**src/rtl/lsu_if.sv**
```systemverilog
// Request/response and memory-bus signal bundle for the load/store unit.
// The LSU connects through the slave modport; the pipeline/memory side uses master.
interface lsu_if #(
    parameter int unsigned XLEN = 64,
    parameter int unsigned RD_W = 5
);
    logic              req_valid_in;
    logic              req_ready_out;
    logic              read_in;
    logic              write_in;
    logic [1:0]        width_in;
    logic              zero_extend_in;
    logic [XLEN-1:0]   addr_in;
    logic [XLEN-1:0]   wdata_in;
    logic [RD_W-1:0]   rd_in;
    logic              rd_write_in;
    logic              flush_in;

    logic              resp_valid_out;
    logic [RD_W-1:0]   rd_out;
    logic              rd_write_out;
    logic [XLEN-1:0]   rd_value_out;
    logic              misalign_out;

    logic              bus_req_out;
    logic              bus_we_out;
    logic [XLEN-1:0]   bus_addr_out;
    logic [XLEN/8-1:0] bus_wmask_out;
    logic [XLEN-1:0]   bus_wdata_out;
    logic              bus_ack_in;
    logic [XLEN-1:0]   bus_rdata_in;

    modport slave (
        input  req_valid_in, read_in, write_in, width_in, zero_extend_in, addr_in,
        input  wdata_in, rd_in, rd_write_in, flush_in, bus_ack_in, bus_rdata_in,
        output req_ready_out, resp_valid_out, rd_out, rd_write_out, rd_value_out,
        output misalign_out, bus_req_out, bus_we_out, bus_addr_out, bus_wmask_out,
        output bus_wdata_out
    );

    modport master (
        output req_valid_in, read_in, write_in, width_in, zero_extend_in, addr_in,
        output wdata_in, rd_in, rd_write_in, flush_in, bus_ack_in, bus_rdata_in,
        input  req_ready_out, resp_valid_out, rd_out, rd_write_out, rd_value_out,
        input  misalign_out, bus_req_out, bus_we_out, bus_addr_out, bus_wmask_out,
        input  bus_wdata_out
    );
endinterface

```
**src/rtl/lsu.sv**
```systemverilog
// Load/store unit: one outstanding memory access, ALU pass-through, lane steering.
// Optional misaligned-access trap enabled by defining LSU_MISALIGN_TRAP_EN.
module lsu #(
    parameter int unsigned XLEN = 64,
    parameter int unsigned RD_W = 5
) (
    input logic  clk,
    input logic  rst,
    lsu_if.slave io
);
    localparam int unsigned NB   = XLEN / 8;
    localparam int unsigned OffW = $clog2(NB);

`ifdef LSU_MISALIGN_TRAP_EN
    localparam bit TrapEn = 1'b1;
`else
    localparam bit TrapEn = 1'b0;
`endif

    typedef enum logic [1:0] {StIdle, StBus, StDrain} state_e;

    state_e            state_q, state_d;
    logic              resp_valid_q, resp_valid_d;
    logic              misalign_q, misalign_d;
    logic [RD_W-1:0]   rd_q, rd_d;
    logic              rd_write_q, rd_write_d;
    logic [XLEN-1:0]   rd_value_q, rd_value_d;
    logic              bus_req_q, bus_req_d;
    logic              bus_we_q, bus_we_d;
    logic [XLEN-1:0]   bus_addr_q, bus_addr_d;
    logic [NB-1:0]     bus_wmask_q, bus_wmask_d;
    logic [XLEN-1:0]   bus_wdata_q, bus_wdata_d;

    // Context of the outstanding access, needed when the ack arrives.
    logic [1:0]        size_q, size_d;
    logic [OffW-1:0]   off_q, off_d;
    logic              zext_q, zext_d;
    logic              is_load_q, is_load_d;
    logic [RD_W-1:0]   rd_pend_q, rd_pend_d;
    logic              wb_pend_q, wb_pend_d;

    logic              accept;
    logic [1:0]        req_size;
    logic [OffW-1:0]   req_off;
    logic [OffW-1:0]   lo_mask;
    logic [OffW-1:0]   req_off_al;
    logic              req_misaligned;
    logic [NB-1:0]     st_mask;
    logic [XLEN-1:0]   st_data;

    logic [XLEN-1:0]        ld_shift;
    logic [XLEN-1:0]        ld_left;
    logic [6:0]             ld_shamt;
    logic [XLEN-1:0]        ld_zext;
    logic signed [XLEN-1:0] ld_sext;
    logic [XLEN-1:0]        ld_value;

    assign accept = io.req_valid_in && !io.flush_in && (state_q == StIdle);

    // Request decode: effective size, natural-alignment truncation, store lane steering.
    always_comb begin
        req_size = io.width_in;
        if (XLEN == 32 && io.width_in == 2'd3) begin
            req_size = 2'd2;
        end
        req_off        = io.addr_in[OffW-1:0];
        lo_mask        = OffW'((4'd1 << req_size) - 4'd1);
        req_misaligned = |(req_off & lo_mask);
        req_off_al     = req_off & ~lo_mask;

        st_mask = '0;
        st_data = '0;
        case (req_size)
            2'd0: begin
                st_mask = NB'(1) << req_off_al;
                st_data = {NB{io.wdata_in[7:0]}};
            end
            2'd1: begin
                st_mask = NB'(3) << req_off_al;
                st_data = {(XLEN/16){io.wdata_in[15:0]}};
            end
            2'd2: begin
                st_mask = NB'(15) << req_off_al;
                st_data = {(XLEN/32){io.wdata_in[31:0]}};
            end
            default: begin
                st_mask = '1;
                st_data = io.wdata_in;
            end
        endcase
    end

    // Load extraction: move the addressed lanes to bit 0, then extend from the access width.
    always_comb begin
        ld_shift = io.bus_rdata_in >> {off_q, 3'b000};
        ld_shamt = 7'(XLEN) - (7'd8 << size_q);
        ld_left  = ld_shift << ld_shamt;
        ld_zext  = ld_left >> ld_shamt;
        ld_sext  = $signed(ld_left) >>> ld_shamt;
        ld_value = zext_q ? ld_zext : $unsigned(ld_sext);
    end

    always_comb begin
        state_d      = state_q;
        resp_valid_d = 1'b0;
        misalign_d   = 1'b0;
        rd_d         = rd_q;
        rd_write_d   = 1'b0;
        rd_value_d   = rd_value_q;
        bus_req_d    = bus_req_q;
        bus_we_d     = bus_we_q;
        bus_addr_d   = bus_addr_q;
        bus_wmask_d  = bus_wmask_q;
        bus_wdata_d  = bus_wdata_q;
        size_d       = size_q;
        off_d        = off_q;
        zext_d       = zext_q;
        is_load_d    = is_load_q;
        rd_pend_d    = rd_pend_q;
        wb_pend_d    = wb_pend_q;

        case (state_q)
            StIdle: begin
                if (accept) begin
                    if (!io.read_in && !io.write_in) begin
                        resp_valid_d = 1'b1;
                        rd_d         = io.rd_in;
                        rd_write_d   = io.rd_write_in;
                        rd_value_d   = io.addr_in;
                    end else if (TrapEn && req_misaligned) begin
                        misalign_d = 1'b1;
                    end else begin
                        state_d     = StBus;
                        bus_req_d   = 1'b1;
                        bus_we_d    = io.write_in;
                        bus_addr_d  = {io.addr_in[XLEN-1:OffW], OffW'(0)};
                        bus_wmask_d = io.write_in ? st_mask : '0;
                        bus_wdata_d = st_data;
                        size_d      = req_size;
                        off_d       = req_off_al;
                        zext_d      = io.zero_extend_in;
                        is_load_d   = !io.write_in;
                        rd_pend_d   = io.rd_in;
                        wb_pend_d   = io.rd_write_in && !io.write_in;
                    end
                end
            end
            StBus: begin
                if (io.flush_in) begin
                    // A flush coinciding with the ack simply drops the response.
                    if (io.bus_ack_in) begin
                        bus_req_d = 1'b0;
                        state_d   = StIdle;
                    end else begin
                        state_d = StDrain;
                    end
                end else if (io.bus_ack_in) begin
                    bus_req_d    = 1'b0;
                    resp_valid_d = 1'b1;
                    rd_d         = rd_pend_q;
                    rd_write_d   = wb_pend_q;
                    if (is_load_q) begin
                        rd_value_d = ld_value;
                    end
                    state_d = StIdle;
                end
            end
            StDrain: begin
                if (io.bus_ack_in) begin
                    bus_req_d = 1'b0;
                    state_d   = StIdle;
                end
            end
            default: state_d = StIdle;
        endcase
    end

    always_ff @(posedge clk) begin
        if (rst) begin
            state_q      <= StIdle;
            resp_valid_q <= 1'b0;
            misalign_q   <= 1'b0;
            rd_q         <= '0;
            rd_write_q   <= 1'b0;
            rd_value_q   <= '0;
            bus_req_q    <= 1'b0;
            bus_we_q     <= 1'b0;
            bus_addr_q   <= '0;
            bus_wmask_q  <= '0;
            bus_wdata_q  <= '0;
            size_q       <= '0;
            off_q        <= '0;
            zext_q       <= 1'b0;
            is_load_q    <= 1'b0;
            rd_pend_q    <= '0;
            wb_pend_q    <= 1'b0;
        end else begin
            state_q      <= state_d;
            resp_valid_q <= resp_valid_d;
            misalign_q   <= misalign_d;
            rd_q         <= rd_d;
            rd_write_q   <= rd_write_d;
            rd_value_q   <= rd_value_d;
            bus_req_q    <= bus_req_d;
            bus_we_q     <= bus_we_d;
            bus_addr_q   <= bus_addr_d;
            bus_wmask_q  <= bus_wmask_d;
            bus_wdata_q  <= bus_wdata_d;
            size_q       <= size_d;
            off_q        <= off_d;
            zext_q       <= zext_d;
            is_load_q    <= is_load_d;
            rd_pend_q    <= rd_pend_d;
            wb_pend_q    <= wb_pend_d;
        end
    end

    assign io.req_ready_out  = (state_q == StIdle);
    assign io.resp_valid_out = resp_valid_q;
    assign io.rd_out         = rd_q;
    assign io.rd_write_out   = rd_write_q;
    assign io.rd_value_out   = rd_value_q;
    assign io.misalign_out   = TrapEn & misalign_q;
    assign io.bus_req_out    = bus_req_q;
    assign io.bus_we_out     = bus_we_q;
    assign io.bus_addr_out   = bus_addr_q;
    assign io.bus_wmask_out  = bus_wmask_q;
    assign io.bus_wdata_out  = bus_wdata_q;
endmodule

```
**src/flat_wrapper.sv**
```systemverilog
// flat-port wrapper written by rule: the top's interface ports become plain ports
module lsu_flat 
#(
    parameter int unsigned XLEN = 64,
    parameter int unsigned RD_W = 5
)
  (clk, rst, io_req_valid_in, io_read_in, io_write_in, io_width_in, io_zero_extend_in, io_addr_in, io_wdata_in, io_rd_in, io_rd_write_in, io_flush_in, io_bus_ack_in, io_bus_rdata_in, io_req_ready_out, io_resp_valid_out, io_rd_out, io_rd_write_out, io_rd_value_out, io_misalign_out, io_bus_req_out, io_bus_we_out, io_bus_addr_out, io_bus_wmask_out, io_bus_wdata_out);
  lsu_if #(.XLEN(XLEN), .RD_W(RD_W)) io_i ();
  input logic clk;
  input logic rst;
  input wire logic [$bits(io_i.req_valid_in)-1:0] io_req_valid_in;
  input wire logic [$bits(io_i.read_in)-1:0] io_read_in;
  input wire logic [$bits(io_i.write_in)-1:0] io_write_in;
  input wire logic [$bits(io_i.width_in)-1:0] io_width_in;
  input wire logic [$bits(io_i.zero_extend_in)-1:0] io_zero_extend_in;
  input wire logic [$bits(io_i.addr_in)-1:0] io_addr_in;
  input wire logic [$bits(io_i.wdata_in)-1:0] io_wdata_in;
  input wire logic [$bits(io_i.rd_in)-1:0] io_rd_in;
  input wire logic [$bits(io_i.rd_write_in)-1:0] io_rd_write_in;
  input wire logic [$bits(io_i.flush_in)-1:0] io_flush_in;
  input wire logic [$bits(io_i.bus_ack_in)-1:0] io_bus_ack_in;
  input wire logic [$bits(io_i.bus_rdata_in)-1:0] io_bus_rdata_in;
  output wire logic [$bits(io_i.req_ready_out)-1:0] io_req_ready_out;
  output wire logic [$bits(io_i.resp_valid_out)-1:0] io_resp_valid_out;
  output wire logic [$bits(io_i.rd_out)-1:0] io_rd_out;
  output wire logic [$bits(io_i.rd_write_out)-1:0] io_rd_write_out;
  output wire logic [$bits(io_i.rd_value_out)-1:0] io_rd_value_out;
  output wire logic [$bits(io_i.misalign_out)-1:0] io_misalign_out;
  output wire logic [$bits(io_i.bus_req_out)-1:0] io_bus_req_out;
  output wire logic [$bits(io_i.bus_we_out)-1:0] io_bus_we_out;
  output wire logic [$bits(io_i.bus_addr_out)-1:0] io_bus_addr_out;
  output wire logic [$bits(io_i.bus_wmask_out)-1:0] io_bus_wmask_out;
  output wire logic [$bits(io_i.bus_wdata_out)-1:0] io_bus_wdata_out;
  assign io_i.req_valid_in = io_req_valid_in;
  assign io_i.read_in = io_read_in;
  assign io_i.write_in = io_write_in;
  assign io_i.width_in = io_width_in;
  assign io_i.zero_extend_in = io_zero_extend_in;
  assign io_i.addr_in = io_addr_in;
  assign io_i.wdata_in = io_wdata_in;
  assign io_i.rd_in = io_rd_in;
  assign io_i.rd_write_in = io_rd_write_in;
  assign io_i.flush_in = io_flush_in;
  assign io_i.bus_ack_in = io_bus_ack_in;
  assign io_i.bus_rdata_in = io_bus_rdata_in;
  assign io_req_ready_out = io_i.req_ready_out;
  assign io_resp_valid_out = io_i.resp_valid_out;
  assign io_rd_out = io_i.rd_out;
  assign io_rd_write_out = io_i.rd_write_out;
  assign io_rd_value_out = io_i.rd_value_out;
  assign io_misalign_out = io_i.misalign_out;
  assign io_bus_req_out = io_i.bus_req_out;
  assign io_bus_we_out = io_i.bus_we_out;
  assign io_bus_addr_out = io_i.bus_addr_out;
  assign io_bus_wmask_out = io_i.bus_wmask_out;
  assign io_bus_wdata_out = io_i.bus_wdata_out;
  lsu #(.XLEN(XLEN), .RD_W(RD_W)) u_core (.clk(clk), .rst(rst), .io(io_i));
endmodule
```
**config.mk**
```make
export PLATFORM = sky130hd
export DESIGN_NAME = lsu_flat
export DESIGN_NICKNAME = d
export VERILOG_FILES = /design/src/rtl/lsu_if.sv /design/src/rtl/lsu.sv /design/src/flat_wrapper.sv
export SDC_FILE = /design/constraint.sdc
export NUM_CORES = 1
export LEC_CHECK = 0
export BUFFER_PORTS_ARGS = -buffer_cell sky130_fd_sc_hd__buf_2
export CAP_MARGIN = 10
export CORE_ASPECT_RATIO = 0.5
export CORE_UTILIZATION = 45
export CTS_CLUSTER_SIZE = 28
export DETAILED_ROUTE_END_ITERATION = 12
export PLACE_DENSITY_LB_ADDON = 0.1
export SYNTH_ARGS = -nofsm -noshare
export SYNTH_HDL_FRONTEND = slang
export SYNTH_SLANG_ARGS = --single-unit
export TNS_END_PERCENT = 20
```
**constraint.sdc**
```tcl
create_clock -name clk -period 2.4 [get_ports clk]
set_input_delay 0.12 -clock clk [delete_from_list [all_inputs] [get_ports clk]]
set_output_delay 0.12 -clock clk [all_outputs]
set_load 0.02 [all_outputs]
```
==> results of run 1 <==
## cell usage after synthesis, drive strengths merged, types with 2 or more instances
library cell	n
a311oi	4
o221ai	14
o31ai	2
a2111o	2
o211ai	11
a221oi	26
nor3	66
nand2	307
a31o	4
nand2b	2
a21oi	150
a211oi	65
mux2i	53
a2111oi	2
a21o	8
dfxtp	221
mux4	10
a22oi	11
a41o	2
inv	14
nor4	2
and2	6
ha	8
a32oi	2
and3	12
o21ai	93
a22o	2
a311o	7
o22ai	2
nor2b	18
buf	26
or3	5
a211o	3
a31oi	13
or2	3
nand3	6
mux2	6
nor2	128
clkbuf	105
nand3b	3
## flip-flops by register name (all words and copies together) (netlist names), 2 cells and up
register                 cells
u_core.state_q               2
u_core.io.bus_wmask_out      8
u_core.rd_pend_q             5
u_core.io.bus_wdata_out     64
u_core.io.bus_addr_out      61
u_core.io.rd_value_out      64
u_core.off_q                 3
u_core.size_q                2
u_core.io.rd_out             5
## critical path, stage by stage (launching register included)
cell and delay [ns]:
dfxtp_1 0.39, inv_1 0.10, ha_1 0.28, inv_1 0.14, nor2_1 0.12, o21ai_4 0.32, buf_6 0.50, nand2_1 0.15
a21oi_1 0.16
## report_power, final
part | total (mW) | switching [mW] | internal, mW | leakage (nW)
Clock | 3.58 | 1.53 | 2.05 | 0.365
Combinational | 1.91 | 1.15 | 0.756 | 4.63
Sequential | 3.95 | 0.104 | 3.85 | 1.80
## metal layers
layer  up-vias  wire length (um)  GRT usage
met4         0              1260      0.112
met5         -                 0          0
met1      6116             19000      0.444
met3        94              3630     0.0688
met2       618             20600      0.563
li1       6121                 -          -
## kinds of logic after synthesis
family,count (synthesis),synth area share
simple gates,561,0.213
compound gates,428,0.244
flops,221,0.401
buf+inv,145,0.0541
mux,69,0.0758
fa+ha+maj,8,0.00908
xor+xnor,2,0.00159
other cells,1,0.000340
## stage by stage
stage / hold slack, ns / utilization / cells / setup TNS, ns / instance area (um2)
2_1_floorplan: 0.256 / - / 1438 / 0 / 11000
3_3_place_gp: 0.368 / 0.563 / 2091 / 0 / 13500
3_5_place_dp: 0.370 / 0.563 / 2091 / -0.0221 / 13500
4_1_cts: 0.0159 / 0.652 / 2271 / 0 / 15700
5_1_grt: 0.0335 / 0.655 / 2278 / -1.01 / 15700
6_report: 0.0262 / 0.656 / 2279 / 0 / 15700
## cell type report
type / instances / area, um2
antenna: 6 / 15.0
tap: 315 / 394
inverter: 14 / 52.6
clock inverter: 11 / 131
sequential: 221 / 4430
timing repair buffer: 611 / 4040
fill: 2085 / 8280
multi-input combinational: 1072 / 6070
clock buffer: 29 / 617
## final timing paths
check	from	cells after the start	slack (ns)	end
worst max-delay path	u_core.state_q[0]	8	0.08	u_core.io.bus_addr_out[33]
worst min-delay path	io_bus_rdata_in[59]	3	0.03	u_core.io.rd_value_out[59]
worst max register to register	u_core.state_q[0]	8	0.08	u_core.io.bus_addr_out[33]
worst min register to register	u_core.io.rd_value_out[33]	2	0.43	u_core.io.rd_value_out[33]
## timing repair
item                                    in CTS  in global routing
hold buffers                               140                  0
gates resized for setup                      4                  9
endpoints found under the hold margin      199                  0
pin swaps                                    0                  2
setup buffers                                0                  1
endpoints found under the setup margin      25                 88
gates cloned                                 0                  1
==> impl_results.md, run 1 <==
- Startpoint types: flop
- Fmax: roughly 430 MHz
- Gpl congestion: a little over 0.9
- Clock Path Buffers: 3
- VDD IR-drop max: 381 uV
- Total clock sinks: about 220
- Post-synth top area share: 0.401
- Layout Nets: between 2,000 and 2,500
- Iteration count of the initial detailed-routing pass: 6
- #FFs+latches synth: around 220
- Status: completed
- Final worst-path cycle share: 0.968
- Critical Path RT: 2.83 ns
- Crit Path Class: reg2reg
- Arr. time, crit path: 2.75 ns
- Mean Syn Cell Area: about 7.7 um2
- Worst Tran Pin Value: 0.842 ns
- Worst slew margin: 0.436
- DRT Wirelength: 44.5 mm
- DRT iter0 DRCs: 1,273
- Dpl hpwl: around 32 mm
- Pre-CTS setup slack: -0.0169 ns
- Area contributors post-synth: dfxtp_1, nand2_1, a21oi_1
- Wire per inst: between 15 and 20 um
- Via density: around 5.7
- Crit Path Max Fanout: 66
- Clock period minus worst slack: 2.32 ns
- Global route total overflow: 0
- Design Power: between 9 and 10 mW
- Max-slew violations: 0
- Final Hold Viols: 0
- Initial antenna violation count: 5
- Seq/Total Area, Yosys: 0.401
- Critical Path End Type: flop
- Post-synth EDFFs: 0
- Cell area after synthesis: ~11,000 um2
- Die Ht: around 110 um
- Worst-path clk slew: 0.07 ns
- CTS Root Cell: clkbuf_16
- Global-route wire length before repair: ~67 mm
- Leakage Power: between 6 and 7 nW
- Syn-to-layout area delta: 42.8%
- Antenna Violating Nets Remaining: 0
- Number of global-route vias before repair: ~12,000
- Final setup fails: 0
- Ys async rst share: 0
- Core area: between 20,000 and 25,000 um2
- Synth warnings: 0
- Cts bufs inserted: 22
- Most common cell after layout, fill and taps aside: buf_2
- CTS tree: built
- Share of layout cells above drive strength 1: 0.281
- I/O Buffers: 414
- Commonest cells after routing, fill and taps aside: buf_2, nand2_1, dfxtp_1
- # IOs: between 400 and 500
- Site row count: 40
- Top FF cell, synth: dfxtp_1
- Number of distinct library cells after synthesis: 58
- PnR worst setup slack: between 0.07 and 0.08 ns
- Total GRT Usage: 0.340
- Min-delay worst type: in2reg
- Power per standard cell area: between 500 and 600 nW/um2
- Clk_skew: roughly 0.023 ns
- Chip width: 223 um
- Mapped Cells: 1,435
- Vias: 12,900
- Clock Latency Late Sink: between 0.5 and 0.6 ns
- Largest net degree at the start of global routing: roughly 170
- Remaining DRCs: 0
- Total of max-cap violations: 0
- CTS H-tree lvls: 1
- Initial core utilization: 0.459
- Die area: approximately 25,000 um2
- Leading area contributor after synthesis: dfxtp_1
- RSZ-0062 raised after global routing: true
Power figures use the tool's default switching activity.
==> inputs of run 2 (changes only) <==
--- a/config.mk
+++ b/config.mk
@@ -12,6 +12,7 @@
 export CTS_CLUSTER_SIZE = 28
 export DETAILED_ROUTE_END_ITERATION = 12
 export PLACE_DENSITY_LB_ADDON = 0.1
+export RECOVER_POWER = 25
 export SYNTH_ARGS = -nofsm -noshare
 export SYNTH_HDL_FRONTEND = slang
 export SYNTH_SLANG_ARGS = --single-unit
==> constraint.sdc (replaced) <==
create_clock -name clk -period 1.9 [get_ports clk]
set_input_delay 0.095 -clock clk [delete_from_list [all_inputs] [get_ports clk]]
set_output_delay 0.095 -clock clk [all_outputs]
set_load 0.02 [all_outputs]
==> run 2 against run 1 <==
Against the previous run: the run now ends with negative setup slack left; non-clock buffer count up 116; first-iteration DRC count down 3.3%; die area unchanged; clock skew about the same; register-to-register slack worse by 0.45 ns; via count up 4.5%; sequential cell count unchanged; total power up 29%; final area up 8.7%; critical path depth down 1; cell count up 4.7%; combinational power up 44%; critical path type unchanged.
==> impl_results.md, run 2 (same netlist as run 1, synthesis figures left out) <==
- Die area: 25,200 um2 (unchanged)
- Crit. Startpoint: u_core.off_q[0]
- Crit Path Max Fanout: 25 (-62%)
- Clock period minus worst slack: 2.27 ns (-0.0532 ns)
- Max-slew violations: 0 (unchanged)
- Remaining DRCs: 0 (unchanged)
- Critical Path End Type: flop
- Power per standard cell area: 713 nW/um2 (+19%)
- Total of max-cap violations: 0 (unchanged)
- Dpl hpwl: 33.7 mm (+5.9%)
- # IOs: 419 (unchanged)
- Via density: 5.67 (-0.19%)
- DP Cell Count: 2,185 (+4.5%)
- DRT iter0 DRCs: 1,231 (-3.3%)
- Global-route wire length before repair: 72.1 mm (+6.9%)
- Commonest cells after routing, fill and taps aside: buf_2, nand2_1, dfxtp_1
- CTS Root Cell: clkbuf_16
- Layout Utilization: 0.713 (+0.0571)
- Non-Filler Instances: 2,387 (+4.7%)
- Clock Latency Late Sink: 0.53 ns (about the same)
- Sum Neg Setup Slack: -14.45 ns (-14.45 ns)
- Site row count: 40 (unchanged)
- Met3 routed WL: 4.33 mm (+19%)
- Iteration count of the initial detailed-routing pass: 5 (-1)
- Arr. time, crit path: 2.67 ns (-0.08 ns)
- Final setup fails: 59 (+59)
- Metal2 WL: 22.1 mm (+7.3%)
- Worst-path clk slew: 0.08 ns (about the same)
- Min-delay worst type: in2reg
- Fmax: 441 MHz (+2.3%)
- Die Ht: 113 um (unchanged)
- Failing checks: negative setup slack
- PnR worst setup slack: -0.370 ns (-0.447 ns)
- Core area: 24,000 um2 (unchanged)
- Met1 Routed Length: 19.4 mm (+2.2%)
- Final worst-path cycle share: 1.19 (+0.227)
- Total clock sinks: 221 (unchanged)
- CP delay by family, top: multiplexers
- Share of layout cells above drive strength 1: 0.308 (+0.0268)
- I/O Buffers: 414 (unchanged)
- Syn-to-layout area delta: 55.3%
- Vias: 13,500 (+4.5%)
- Clock Path Buffers: 3 (unchanged)
- Largest stage delay, worst path: 0.55 ns (+0.05 ns)
- VDD IR-drop max: 712 uV (+87%)
- Most common cell after layout, fill and taps aside: buf_2
- Initial antenna violation count: 2 (-3)
- Crit Path Class: reg2reg
- Dpl cell area: 14,400 um2 (+6.4%)
- Largest net degree at the start of global routing: 79 (-53%)
- DRT Wirelength: 47.2 mm (+6.0%)
- Total GRT Usage: 0.362 (+0.0228)
- Hold_ws: 0.0406 ns (+0.0144 ns)
- Cts bufs inserted: 21 (-4.5%)
- Worst slew margin: 0.582 (+0.145)
- Final Hold Viols: 0 (unchanged)
- Cell Chain, Critical Path: mux4_2, mux2i_4, nor3_4, a2111o_1, buf_12, o221ai_1, nand2_1
- CTS tree: built
- Clk_skew: 0.0232 ns (+0.000466 ns)
- Buffers plus inverters on the worst setup path: 1 (-2)
- Global route total overflow: 0 (unchanged)
- Critical Path RT: 2.30 ns (-0.53 ns)
- Top Layer Used: met4
- Startpoint types: flop
- Initial core utilization: 0.459 (unchanged)
- Wire per inst: 19.8 um (+1.2%)
- Chip width: 223 um (unchanged)
- # fillers: 1,959 (-6.0%)
- Crit-path slowest cell: mux4_2
- Layout Nets: 2,273 (+5.3%)
- Status: finished with violations
- HP Start: io_write_in
- Pre-CTS setup slack: -0.351 ns (-0.334 ns)
- RSZ-0062 raised after global routing: true
- FF-to-FF Start: u_core.off_q[0]
- Leakage Power: 7.12 nW (+4.8%)
- Design Power: 12.2 mW (+29%)
- Post-route design area: 17,100 um2 (+8.7%)
- Gpl congestion: 0.973 (+4.7%)
- Worst Tran Pin Value: 0.625 ns (-0.217 ns)
- CTS H-tree lvls: 1 (unchanged)
- Number of global-route vias before repair: 13,000 (+6.3%)
- Antenna Violating Nets Remaining: 0 (unchanged)
==> run 2: cell count changes in the layout (fill, tap and decap cells not counted), sizes merged <==
cell	change
clkbuf	+87
clkinv	-3
buf	+20
dlygate4sd3	+5
diode	-4
clkinvlp	+1
bufinv	+1
inv	+1
==> run 2: path summary, 6_finish.rpt <==
kind	endpoint	slack [ns]	depth (start not counted)
worst max-delay path	u_core.io.rd_value_out[55]	-0.37	7
worst max register to register	u_core.io.rd_value_out[55]	-0.37	7
worst min register to register	u_core.io.rd_value_out[55]	0.45	2
worst min-delay path	u_core.io.resp_valid_out	0.04	4
==> run 2: layout make-up <==
type	count	area [um2]	area share
tap	315	394	0.0230
sequential	221	4440	0.259
timing repair buffer	727	5000	0.292
multi-input combinational	1072	6520	0.381
inverter	14	58.8	0.00344
antenna	2	5.00	0.000292
clock inverter	11	144	0.00841
clock buffer	25	561	0.0327
==> run 2: where the power goes <==
part	switching [mW]	internal, mW	leakage [nW]	total (mW)
registers	0.134	4.86	1.80	4.99
clock network	1.94	2.53	0.343	4.47
logic	1.59	1.16	4.98	2.75
total	3.66	8.55	7.12	12.2
==> run 2: worst reg2reg max path: stages, from the launching register on <==
cell and delay, ns:
dfxtp_4 0.39, mux4_2 0.55, mux2i_4 0.20, nor3_4 0.05
a2111o_1 0.46, buf_12 0.21, o221ai_1 0.20, nand2_1 0.07
==> run 2: routing by layer <==
| layer | track usage | vias up |
|---|---|---|
| met5 | 0 | - |
| met3 | 0.0830 | 96 |
| met2 | 0.617 | 696 |
| met4 | 0.104 | 0 |
| li1 | - | 6333 |
| met1 | 0.461 | 6412 |
==> run 2: timing repair <==
action                                 CTS  global route
cloned                                   1             1
pin swaps                               20            24
buffers inserted                         7            10
resized for setup                       62            81
setup endpoints to repair              122           177
endpoints found under the hold margin  196             0
hold buffers                           145             0
==> inputs of run 3 (changes only) <==
==> constraint.sdc (replaced) <==
create_clock -name clk -period 2.9 [get_ports clk]
set_input_delay 0.145 -clock clk [delete_from_list [all_inputs] [get_ports clk]]
set_output_delay 0.145 -clock clk [all_outputs]
set_load 0.02 [all_outputs]
==> run 3 against run 2 <==
Against the previous run: combinational power down 45%; critical path depth unchanged; total power fell by 37%; clock power fell by 35%; highest routed layer is now met5; non-clock buffer count shrank 144; core utilization decreased by 7.8 points; first-iteration DRC count increased by 8.1%; the run ends with negative hold slack left; global-route usage is 1.6 points lower; maximum frequency fell by 15%.
==> impl_results.md, run 3 (same netlist as run 1, synthesis figures left out) <==
- Min-delay worst type: in2reg
- Cell count of the worst reg-to-reg path: 7 (unchanged)
- Remaining DRCs: 0 (unchanged)
- Iteration count of the initial detailed-routing pass: 6 (+1)
- Post-CTS Setup Bufs: 0 (-7)
- R2R Path End: u_core.io.rd_value_out[22]
- Final Hold Viols: 1 (+1)
- Final setup fails: 0 (-100%)
- Vias: 12,900 (-4.5%)
- I/O Buffers: 414 (unchanged)
- RSZ-0062 raised after global routing: false
- Cell mode on critical path: nor3_1
- Initial core utilization: 0.459 (unchanged)
- Clk_skew: 0.0178 ns (-0.00535 ns)
- Crit Path Max Fanout: 64 (+160%)
- Levels on crit path: 7 (unchanged)
- Critical Path RT: 3.28 ns (+0.98 ns)
- Sum Neg Setup Slack: 0 ns (+14.45 ns)
- Wire per inst: 20.0 um (+1.3%)
- CP delay by family, top: compound AO/OA/AOI/OAI gates
- CTS H-tree lvls: 1 (unchanged)
- Clock Latency Late Sink: 0.52 ns (about the same)
- Antenna Violating Nets Remaining: 0 (unchanged)
- Cell Chain, Critical Path: buf_4, inv_2, a211o_1, a31oi_1, nor3_1, a2111oi_0, nor3_1
- Max-slew violations: 0 (unchanged)
- Global route total overflow: 0 (unchanged)
- Chip width: 223 um (unchanged)
- Hold_ws: -0.00250 ns (-0.0431 ns)
- Die Ht: 113 um (unchanged)
- Status: finished with violations
- CTS Root Cell: clkbuf_16
- Clock Path Buffers: 3 (unchanged)
- Clock period minus worst slack: 2.68 ns (+0.407 ns)
- Buffers plus inverters on the worst setup path: 2 (+1)
- Fmax: 374 MHz (-15%)
- R2R Setup Slk: 0.22 ns (+0.59 ns)
- Die area: 25,200 um2 (unchanged)
- Number of global-route vias before repair: 12,200 (-6.3%)
- Layout Nets: 2,129 (-6.3%)
- DRT Wirelength: 44.9 mm (-4.7%)
- Global-route wire length before repair: 68.8 mm (-4.6%)
- Core area: 24,000 um2 (unchanged)
- CTS tree: built
- Total clock sinks: 221 (unchanged)
- # IOs: 419 (unchanged)
- Largest stage delay, worst path: 0.63 ns (+0.08 ns)
- Commonest cells after routing, fill and taps aside: nand2_1, buf_2, dfxtp_1
- Total GRT Usage: 0.346 (-0.0164)
- Hold Path Depth: 3 (-1)
- FF-to-FF Start: u_core.off_q[0]
- Cts bufs inserted: 21 (unchanged)
- VDD IR-drop max: 324 uV (-54%)
- Leakage Power: 6.19 nW (-13%)
- Largest net degree at the start of global routing: 95 (+20%)
- Critical Path End Type: flop
- Initial antenna violation count: 4 (+2)
- Via density: 5.76 (+1.5%)
- Final worst-path cycle share: 0.923 (-0.272)
- DRT iter0 DRCs: 1,331 (+8.1%)
- HP Start: io_wdata_in[11]
- Dpl hpwl: 32.2 mm (-4.5%)
- Failing checks: negative hold slack
- Worst Hold Endpoint: u_core.io.bus_wdata_out[11]
- Worst Tran Pin Value: 0.892 ns (+0.267 ns)
- Startpoint types: flop
- Crit-path slowest cell: buf_4
- Worst slew margin: 0.406 (-0.176)
- Arr. time, crit path: 3.06 ns (+0.39 ns)
- Site row count: 40 (unchanged)
- Worst-path clk slew: 0.07 ns (about the same)
- Share of layout cells above drive strength 1: 0.216 (-0.0918)
- Gpl congestion: 0.959 (-1.4%)
- Power per standard cell area: 506 nW/um2 (-29%)
- Most common cell after layout, fill and taps aside: nand2_1
- Crit Path Class: reg2reg
- Syn-to-layout area delta: 38.4%
- Total of max-cap violations: 0 (unchanged)
run 3: changes by cell type in the layout (fill, tap and decap cells not counted), moves of 11 or more:
cell | before | now
o221ai_2 | 11 | 0
buf_2 | 323 | 306
o21ai_1 | 19 | 0
dlygate4sd3_1 | 145 | 134
buf_6 | 15 | 1
o221ai_1 | 3 | 14
o21ai_0 | 68 | 92
clkbuf_1 | 92 | 107
buf_4 | 133 | 30
run 3: final cells by class:
cell class / count / area (um2)
timing repair buffer: 583 / 3610
clock inverter: 11 / 119
fill: 2165 / 8770
antenna: 3 / 7.51
inverter: 14 / 52.6
tap: 315 / 394
clock buffer: 26 / 594
sequential: 221 / 4430
multi-input combinational: 1072 / 6050
run 3: worst max path at each step:
stage                                      end            start
CTS                 u_core.io.rd_value_out[63]  u_core.off_q[0]
finish              u_core.io.rd_value_out[22]  u_core.off_q[0]
global route        u_core.io.rd_value_out[22]  u_core.off_q[0]
global placement    u_core.io.rd_value_out[22]  u_core.off_q[0]
floorplan           u_core.io.rd_value_out[63]  u_core.off_q[0]
detailed placement  u_core.io.rd_value_out[63]  u_core.off_q[0]
run 3: worst register-to-register path: stages, from the launching register on:
cell and delay, ns:
dfxtp_2 0.49, buf_4 0.64, inv_2 0.27, a211o_1 0.28, a31oi_1 0.32, nor3_1 0.09, a2111oi_0 0.38, nor3_1 0.09
run 3: metal layers:
layer  routed length [um]  vias up  track usage
met2                21100      625        0.580
met4                 1130        2       0.0954
li1                     -     6042            -
met5                   13        -            0
met3                 3890       96       0.0699
met1                18800     6158        0.454
run 3: through the flow:
stage           util  std cells  area, um2  setup WS, ns  total power, mW
3_3_place_gp   0.555       2071      13300         0.356             4.68
5_1_grt        0.635       2244      15300        0.0387             7.98
2_1_floorplan      -       1438      11000         0.564             4.12
3_5_place_dp   0.555       2071      13300         0.298             4.70
6_report       0.635       2245      15300         0.223             7.72
4_1_cts        0.640       2242      15400         0.280             7.73
run 3: power by group:
group	switching, mW	internal, mW
sequential	0.0921	3.18
combinational	0.944	0.578
clock	1.28	1.64
total	2.31	5.41
run 3: timing repair:
| action | 4_1_cts | 5_1_grt |
|---|---|---|
| resized for setup | 0 | 0 |
| endpoints found under the hold margin | 162 | 0 |
| hold buffers | 134 | 0 |
